===== config.mk =====
export PLATFORM = sky130hd
export DESIGN_NAME = uart_sfr_ctrl_flat
export DESIGN_NICKNAME = d
export VERILOG_FILES = /design/src/rtl/uart_sfr_ctrl_if.sv /design/src/rtl/uart_sfr_ctrl.sv /design/src/flat_wrapper.sv
export SDC_FILE = /design/constraint.sdc
export NUM_CORES = 1
export LEC_CHECK = 0
export CORE_ASPECT_RATIO = 0.75
export CORE_MARGIN = 4
export CORE_UTILIZATION = 38
export DETAILED_ROUTE_END_ITERATION = 10
export PLACE_DENSITY = 0.84
export SYNTH_ARGS = -nofsm -noshare
export SYNTH_HDL_FRONTEND = slang
export SYNTH_SLANG_ARGS = --single-unit

===== constraint.sdc =====
create_clock -name clk -period 1.35 [get_ports clk]
set_input_delay 0.135 -clock clk [delete_from_list [all_inputs] [get_ports clk]]
set_output_delay 0.135 -clock clk [all_outputs]
set_load 0.01 [all_outputs]

===== src/rtl/uart_sfr_ctrl_if.sv =====
// ============================================================================
//  Module      : uart_sfr_ctrl_if
//  Description : CPU special-function-register bus between core and UART SFRs.
//  Revision    : 1.0 - initial release
// ============================================================================
`default_nettype none

interface uart_sfr_ctrl_if;
    logic [7:0] sfr_addr;
    logic       sfr_wr;
    logic       sfr_rd;
    logic [7:0] sfr_wdata;
    logic [7:0] sfr_rdata;
    logic       sfr_hit;
    logic       stall;

    modport master (
        output sfr_addr, sfr_wr, sfr_rd, sfr_wdata,
        input  sfr_rdata, sfr_hit, stall
    );

    modport slave (
        input  sfr_addr, sfr_wr, sfr_rd, sfr_wdata,
        output sfr_rdata, sfr_hit, stall
    );
endinterface

`default_nettype wire


===== src/rtl/uart_sfr_ctrl.sv =====
// ============================================================================
//  Module      : uart_sfr_ctrl
//  Description : SCON/SBUF register block bridging CPU SFR bus to TX FIFO and
//                UART receive interrupt, with TX/RX flag state machines.
//  Revision    : 1.0 - initial release
// ============================================================================
`default_nettype none

module uart_sfr_ctrl #(
    parameter logic [7:0]  SCON_ADDR = 8'h98,
    parameter logic [7:0]  SBUF_ADDR = 8'h99,
    parameter int unsigned ACK_CYC   = 2
) (
    input  wire logic        clk,
    input  wire logic        rst_n,
    uart_sfr_ctrl_if.slave   sfr,
    output      logic [7:0]  fifo_wdata,
    output      logic        fifo_w_en,
    input  wire logic        fifo_full,
    input  wire logic        fifo_empty,
    input  wire logic [7:0]  rx_data,
    input  wire logic        rx_valid,
    output      logic        rx_ack,
    output      logic        uart_irq
);

    localparam int unsigned CNT_W = (ACK_CYC < 2) ? 1 : $clog2(ACK_CYC);
    localparam logic [CNT_W-1:0] ACK_LAST = CNT_W'(ACK_CYC - 1);

    localparam int RI_BIT  = 0;
    localparam int TI_BIT  = 1;
    localparam int OVR_BIT = 2;
    localparam int REN_BIT = 4;

    typedef enum logic [1:0] {
        TX_IDLE = 2'd0,
        TX_ARM  = 2'd1,
        TX_BUSY = 2'd2
    } tx_state_e;

    typedef enum logic [1:0] {
        RX_IDLE = 2'd0,
        RX_ACK  = 2'd1,
        RX_WAIT = 2'd2
    } rx_state_e;

    tx_state_e        tx_state_q, tx_state_d;
    rx_state_e        rx_state_q, rx_state_d;
    logic [7:0]       scon_q, scon_d;
    logic [7:0]       rbuf_q, rbuf_d;
    logic [CNT_W-1:0] ack_cnt_q, ack_cnt_d;
    logic [7:0]       fifo_wdata_q, fifo_wdata_d;
    logic             fifo_w_en_q, fifo_w_en_d;

    logic w_scon_sel;
    logic w_sbuf_sel;
    logic w_sbuf_wr;
    logic w_push;
    logic w_ti_set;
    logic w_ri_set;
    logic w_ovr_set;

    // ------------------------------------------------------------------------
    // SFR decode, read mux and write-side flow control
    // ------------------------------------------------------------------------
    always_comb begin
        w_scon_sel = (sfr.sfr_addr == SCON_ADDR);
        w_sbuf_sel = (sfr.sfr_addr == SBUF_ADDR);
        w_sbuf_wr  = sfr.sfr_wr && w_sbuf_sel;
        w_push     = w_sbuf_wr && !fifo_full;

        sfr.sfr_hit   = w_scon_sel || w_sbuf_sel;
        sfr.stall     = w_sbuf_wr && fifo_full;
        sfr.sfr_rdata = 8'h00;
        if (sfr.sfr_rd && w_scon_sel) begin
            sfr.sfr_rdata = scon_q;
        end else if (sfr.sfr_rd && w_sbuf_sel) begin
            sfr.sfr_rdata = rbuf_q;
        end

        fifo_w_en_d  = w_push;
        fifo_wdata_d = w_push ? sfr.sfr_wdata : fifo_wdata_q;
    end

    // ------------------------------------------------------------------------
    // TX FSM: TI fires once the FIFO has gone non-empty and drained again.
    // A push still in flight (fifo_w_en_q) has not reached fifo_empty yet,
    // so it must also hold TX_BUSY.
    // ------------------------------------------------------------------------
    always_comb begin
        tx_state_d = tx_state_q;
        w_ti_set   = 1'b0;
        unique case (tx_state_q)
            TX_IDLE: if (w_push) tx_state_d = TX_ARM;
            TX_ARM:  if (!fifo_empty) tx_state_d = TX_BUSY;
            TX_BUSY: begin
                if (!w_push && !fifo_w_en_q && fifo_empty) begin
                    tx_state_d = TX_IDLE;
                    w_ti_set   = 1'b1;
                end
            end
            default: tx_state_d = TX_IDLE;
        endcase
    end

    // ------------------------------------------------------------------------
    // RX FSM: capture or flag, acknowledge for ACK_CYC cycles, then wait for
    // the level-sensitive rx_valid to drop before accepting another byte.
    // ------------------------------------------------------------------------
    always_comb begin
        rx_state_d = rx_state_q;
        ack_cnt_d  = ack_cnt_q;
        rbuf_d     = rbuf_q;
        w_ri_set   = 1'b0;
        w_ovr_set  = 1'b0;
        rx_ack     = 1'b0;
        unique case (rx_state_q)
            RX_IDLE: begin
                if (rx_valid) begin
                    if (scon_q[REN_BIT] && !scon_q[RI_BIT]) begin
                        rbuf_d   = rx_data;
                        w_ri_set = 1'b1;
                    end else if (scon_q[REN_BIT]) begin
                        w_ovr_set = 1'b1;
                    end
                    ack_cnt_d  = '0;
                    rx_state_d = RX_ACK;
                end
            end
            RX_ACK: begin
                rx_ack = 1'b1;
                if (ack_cnt_q == ACK_LAST) begin
                    ack_cnt_d  = '0;
                    rx_state_d = RX_WAIT;
                end else begin
                    ack_cnt_d = ack_cnt_q + 1'b1;
                end
            end
            RX_WAIT: if (!rx_valid) rx_state_d = RX_IDLE;
            default: rx_state_d = RX_IDLE;
        endcase
    end

    // Software may only clear the status flags; hardware sets override.
    always_comb begin
        scon_d = scon_q;
        if (sfr.sfr_wr && w_scon_sel) begin
            scon_d = {sfr.sfr_wdata[7:3], scon_q[2:0] & sfr.sfr_wdata[2:0]};
        end
        if (w_ri_set)  scon_d[RI_BIT]  = 1'b1;
        if (w_ti_set)  scon_d[TI_BIT]  = 1'b1;
        if (w_ovr_set) scon_d[OVR_BIT] = 1'b1;
    end

    always_ff @(posedge clk or negedge rst_n) begin
        if (!rst_n) begin
            tx_state_q   <= TX_IDLE;
            rx_state_q   <= RX_IDLE;
            scon_q       <= 8'h00;
            rbuf_q       <= 8'h00;
            ack_cnt_q    <= '0;
            fifo_wdata_q <= 8'h00;
            fifo_w_en_q  <= 1'b0;
        end else begin
            tx_state_q   <= tx_state_d;
            rx_state_q   <= rx_state_d;
            scon_q       <= scon_d;
            rbuf_q       <= rbuf_d;
            ack_cnt_q    <= ack_cnt_d;
            fifo_wdata_q <= fifo_wdata_d;
            fifo_w_en_q  <= fifo_w_en_d;
        end
    end

    assign fifo_wdata = fifo_wdata_q;
    assign fifo_w_en  = fifo_w_en_q;
    assign uart_irq   = scon_q[TI_BIT] | scon_q[RI_BIT];

endmodule

`default_nettype wire


===== src/flat_wrapper.sv =====
// flat-port wrapper written by rule: the top's interface ports become plain ports
module uart_sfr_ctrl_flat 
#(
    parameter logic [7:0]  SCON_ADDR = 8'h98,
    parameter logic [7:0]  SBUF_ADDR = 8'h99,
    parameter int unsigned ACK_CYC   = 2
)
  (clk, rst_n, fifo_wdata, fifo_w_en, fifo_full, fifo_empty, rx_data, rx_valid, rx_ack, uart_irq, sfr_sfr_addr, sfr_sfr_wr, sfr_sfr_rd, sfr_sfr_wdata, sfr_sfr_rdata, sfr_sfr_hit, sfr_stall);
  uart_sfr_ctrl_if sfr_i ();
  input  wire logic clk;
  input  wire logic rst_n;
  output      logic [7:0] fifo_wdata;
  output      logic fifo_w_en;
  input  wire logic fifo_full;
  input  wire logic fifo_empty;
  input  wire logic [7:0] rx_data;
  input  wire logic rx_valid;
  output      logic rx_ack;
  output      logic uart_irq;
  input wire logic [$bits(sfr_i.sfr_addr)-1:0] sfr_sfr_addr;
  input wire logic [$bits(sfr_i.sfr_wr)-1:0] sfr_sfr_wr;
  input wire logic [$bits(sfr_i.sfr_rd)-1:0] sfr_sfr_rd;
  input wire logic [$bits(sfr_i.sfr_wdata)-1:0] sfr_sfr_wdata;
  output wire logic [$bits(sfr_i.sfr_rdata)-1:0] sfr_sfr_rdata;
  output wire logic [$bits(sfr_i.sfr_hit)-1:0] sfr_sfr_hit;
  output wire logic [$bits(sfr_i.stall)-1:0] sfr_stall;
  assign sfr_i.sfr_addr = sfr_sfr_addr;
  assign sfr_i.sfr_wr = sfr_sfr_wr;
  assign sfr_i.sfr_rd = sfr_sfr_rd;
  assign sfr_i.sfr_wdata = sfr_sfr_wdata;
  assign sfr_sfr_rdata = sfr_i.sfr_rdata;
  assign sfr_sfr_hit = sfr_i.sfr_hit;
  assign sfr_stall = sfr_i.stall;
  uart_sfr_ctrl #(.SCON_ADDR(SCON_ADDR), .SBUF_ADDR(SBUF_ADDR), .ACK_CYC(ACK_CYC)) u_core (.clk(clk), .rst_n(rst_n), .sfr(sfr_i), .fifo_wdata(fifo_wdata), .fifo_w_en(fifo_w_en), .fifo_full(fifo_full), .fifo_empty(fifo_empty), .rx_data(rx_data), .rx_valid(rx_valid), .rx_ack(rx_ack), .uart_irq(uart_irq));
endmodule

==> summary by stage <==
Layout
Summing all multi-input logic gate instances after layout gives 721 sq um. Summing all flip-flop and latch instances after layout gives 751 sq um. The share of final-layout standard cells stronger than drive strength 1 is 0.460.

After filler insertion, the fill cell instance count of the layout stands at 292. The layout overhead on the synthesized area is 57.7%. After the last flow step, the layout net total stands at 218. The utilization after layout is 0.620.

The post-layout instance count excluding filler cells is 239. 0 antenna diodes ended up in the layout.

Critical path
The total buffers and inverters traversed by the critical path is 1. The endpoint arrival time on the critical path is 1.61 ns. For this design, the slowest cell found on the critical path is sky130_fd_sc_hd__dfrtp_1. The classification of the worst setup path is register to register.

The worst-path maximum fanout is 7. At the worst endpoint, the required time is 1.50 ns. Walking the worst path, the cells encountered are and4bb_2 > nor2b_4 > buf_6 > mux2_4.

The cell family contributing the most delay on the critical path is simple AND/OR/NAND/NOR gates. The nature of the critical path startpoint is a register. The worst setup path is captured at a register. On the worst path, the slowest cell contributes a delay of 0.39 ns.

STA
After layout, the minimum clock period comes to 1.46 ns. The worst pin sits at a relative slew slack of 0.747. Clock skew on the completed layout was measured at 0.00502 ns. The final worst slack is -0.112 ns.

At the pin with the least slew margin, the transition time is 0.380 ns. The hold violation total from the final report came to 0. Static timing analysis puts the maximum clock frequency at 684 MHz. Of the available clock period, the critical path in the final layout requires 1.08. Setup repair after global routing could not meet its margin everywhere. Setup violations remaining at the end of the flow were counted as 15. The number of max-slew violations in the final report came to 0.

Route
The number of remaining DRC errors is 0. For this run, the detailed router's first-pass iteration total came to 4. Dividing the detail-routed via count by the number of cells gives 5.05. The count of vias placed by the detailed router is 1208. The mean routed wirelength per cell is 16.1 um. The number of nets still failing antenna checks after routing is 0. For this block, the initial DRC count from the detailed router was 66. The routed wire length is 3860 um.

GRT
After global routing the overflow that remains totals 0. The largest net degree at the start of global routing is 31. The global router's overall resource usage is 0.165. The global-route wire length before repair is 6040 um. The via count of the first global-routing pass is 1314.

The initial antenna violation count is 0.

Yosys
The number of synthesized register bits is 30. Synthesis produced 106 cells. Among all flip-flop cells after synthesis, the most frequent one is sky130_fd_sc_hd__dfrtp_1. During synthesis, Yosys emitted a total of 0 warnings. The number of unique standard cell types used by synthesis is 34. The share of synthesized area spent on multiplexers is 0.164. The share of the synthesized area in compound gates (AO/OA/AOI/OAI) came to 0.101. The synthesized design contains 0 enable-type register cells.

The sequential area share after synthesis is 0.521. The netlist area before placement is 0.00144 sq mm. Of the total synthesized cell area, the portion taken by XOR and XNOR cells is 0. The total nets after synthesis is 137. Counting flops with an async set or reset pin after synthesis yields a share of 1.00. Of the total synthesized cell area, the portion taken by full adders, half adders and majority gates is 0. By area, the combinational part of the netlist is dominated by simple AND/OR/NAND/NOR gates. A synthesized cell averages 13.6 sq um. The simple-gate share of the synthesized area is 0.192.

Clocking
Buffers inserted to repair hold after CTS numbered 0. The CTS clock-pin slew for the worst setup and hold paths is 0.06 ns. TritonCTS built the clock tree. The maximum clock insertion buffer count is 2.

The deepest level of the CTS H-tree is 2. The clock latency reported for the late side of the worst-skew pair is 0.27 ns. CTS placed an instance of sky130_fd_sc_hd__clkbuf_8 at the clock tree root. The number of clock buffers added by TritonCTS is 5.

The total clock sinks is 30.

Outcome
The final reports fail on negative setup slack. The run finished, with violations left.

Die
The die is 79.1 um wide. In this run the count of I/O pins placed on the die edge is 52. The vertical die dimension is 61.3 um. The starting utilization of the core area is 0.393.

The core region is 0.00366 sq mm. The floorplan step defined a die boundary enclosing 0.00485 sq mm. The number of cell rows is 19.

Placed design
The global placer's final weighted congestion is 0.798. Detailed placement ended at an HPWL of 2790 um. The number of cells after detailed placement is 224. The count of buffers added on input and output ports is 51. OpenSTA, run right after detailed placement, puts the worst setup slack at -0.827 ns.

Pwr
The worst IR drop on VDD is 696 uV. The leakage power summed over all cells is 1.13 nW. The total power density per cell area is 1060 mW/mm^2.

Flow run
The total of max-cap violations is 0.

Worst hold path
The path class of the tightest hold or removal check is input pin to async pin.
synth_stat cells, types with 2 or more instances:
cell | n | area, sq um
sky130_fd_sc_hd__nand2b_1 | 3 | 18.8
sky130_fd_sc_hd__or2_2 | 3 | 18.8
sky130_fd_sc_hd__mux2_2 | 20 | 225
sky130_fd_sc_hd__and4bb_2 | 3 | 37.5
sky130_fd_sc_hd__inv_1 | 3 | 11.3
sky130_fd_sc_hd__nand2_1 | 3 | 11.3
sky130_fd_sc_hd__buf_4 | 2 | 15.0
sky130_fd_sc_hd__a22o_1 | 9 | 78.8
sky130_fd_sc_hd__dfrtp_1 | 30 | 751
sky130_fd_sc_hd__a21oi_1 | 3 | 15.0
sky130_fd_sc_hd__nor2b_1 | 4 | 25.0
cell usage in the layout (no fill, tap or decap), drive strengths merged, types with 4 or more instances in the layout:
| cell | count |
|---|---|
| buf | 38 |
| clkdlybuf4s50 | 30 |
| dfrtp | 30 |
| mux2 | 21 |
| clkbuf | 13 |
| a22o | 9 |
| nor2b | 4 |
timing repair:
action                                  in CTS  in global routing
resized for setup                           76                 14
pin swaps                                   12                 11
endpoints found under the setup margin      37                 19
endpoints found under the hold margin        0                  0
setup buffers                                2                  6
cell type report:
cell class | count | area share
flip-flops and latches | 30 | 0.331
multi-input cells | 70 | 0.317
repair buffers | 77 | 0.285
clock buffers | 7 | 0.0336
well taps | 52 | 0.0287
inverters | 3 | 0.00496
layer usage:
| metal | share of wire | up-vias | track usage | wire [um] |
|---|---|---|---|---|
| met3 | 0.080 | 8 | 0.0599 | 308 |
| met2 | 0.47 | 43 | 0.271 | 1830 |
| met1 | 0.43 | 599 | 0.199 | 1660 |
| li1 | - | 558 | - | - |
| met5 | 0 | - | 0 | 0 |
| met4 | 0.017 | 0 | 0.0760 | 64 |
power by group:
| group | total (W) | internal [W] | switching, W |
|---|---|---|---|
| sequential | 0.00113 | 0.00104 | 0.0000884 |
| combinational | 0.000631 | 0.000395 | 0.000235 |
| clock | 0.000645 | 0.000354 | 0.000292 |
| total | 0.00241 | 0.00179 | 0.000615 |
cell families after synthesis:
| group | Yosys count |
|---|---|
| AOI/OAI and AO/OA | 19 |
| buffers and inverters | 6 |
| DFF | 30 |
| muxes | 21 |
| and+or+nand+nor | 30 |
per-stage QoR:
| step | area (sq um) | setup TNS, ns | power (W) | hold slack [ns] |
|---|---|---|---|---|
| 4_1_cts | 2230 | -1.75 | 0.00240 | 0.261 |
| 2_1_floorplan | 1440 | -0.424 | 0.00136 | -0.161 |
| 5_1_grt | 2270 | -2.23 | 0.00253 | 0.287 |
| 6_report | 2270 | -1.24 | 0.00241 | 0.247 |
| 3_3_place_gp | 2130 | -16.13 | 0.00162 | 0.453 |
| 3_5_place_dp | 2130 | -17.34 | 0.00167 | 0.473 |
worst register-to-register path: stages, from the launching register on:
cell and delay [ns]:
sky130_fd_sc_hd__dfrtp_1 0.39, sky130_fd_sc_hd__and4bb_2 0.32, sky130_fd_sc_hd__nor2b_4 0.17, sky130_fd_sc_hd__buf_6 0.16, sky130_fd_sc_hd__mux2_4 0.31
path summary, 6_finish.rpt:
check | endpoint | from | cells past startpoint | slack [ns]
min reg2reg | u_core.tx_state_q[0]$_DFFE_PN0P_ | u_core.tx_state_q[1]$_DFFE_PN0P_ | 1 | 0.48
max reg2reg | u_core.rbuf_q[5]$_DFFE_PN0P_ | u_core.rx_state_q[0]$_DFFE_PN0P_ | 4 | -0.11
min | u_core.fifo_wdata[2]$_DFFE_PN0P_ | rst_n | 2 | 0.25
max | u_core.rbuf_q[5]$_DFFE_PN0P_ | u_core.rx_state_q[0]$_DFFE_PN0P_ | 4 | -0.11
max in group asynchronous | u_core.rbuf_q[6]$_DFFE_PN0P_ | rst_n | 2 | 0.82
min in group clk | u_core.tx_state_q[0]$_DFFE_PN0P_ | u_core.tx_state_q[1]$_DFFE_PN0P_ | 1 | 0.48
registers in the layout, summed over array words and instances, names as in the netlist:
name,count
u_core.scon_q,8
u_core.ack_cnt_q,1
u_core.tx_state_q,2
u_core.fifo_wdata,8
u_core.fifo_w_en,1
u_core.rbuf_q,8
u_core.rx_state_q,2
Note: power is estimated with default switching activity, not from simulation.
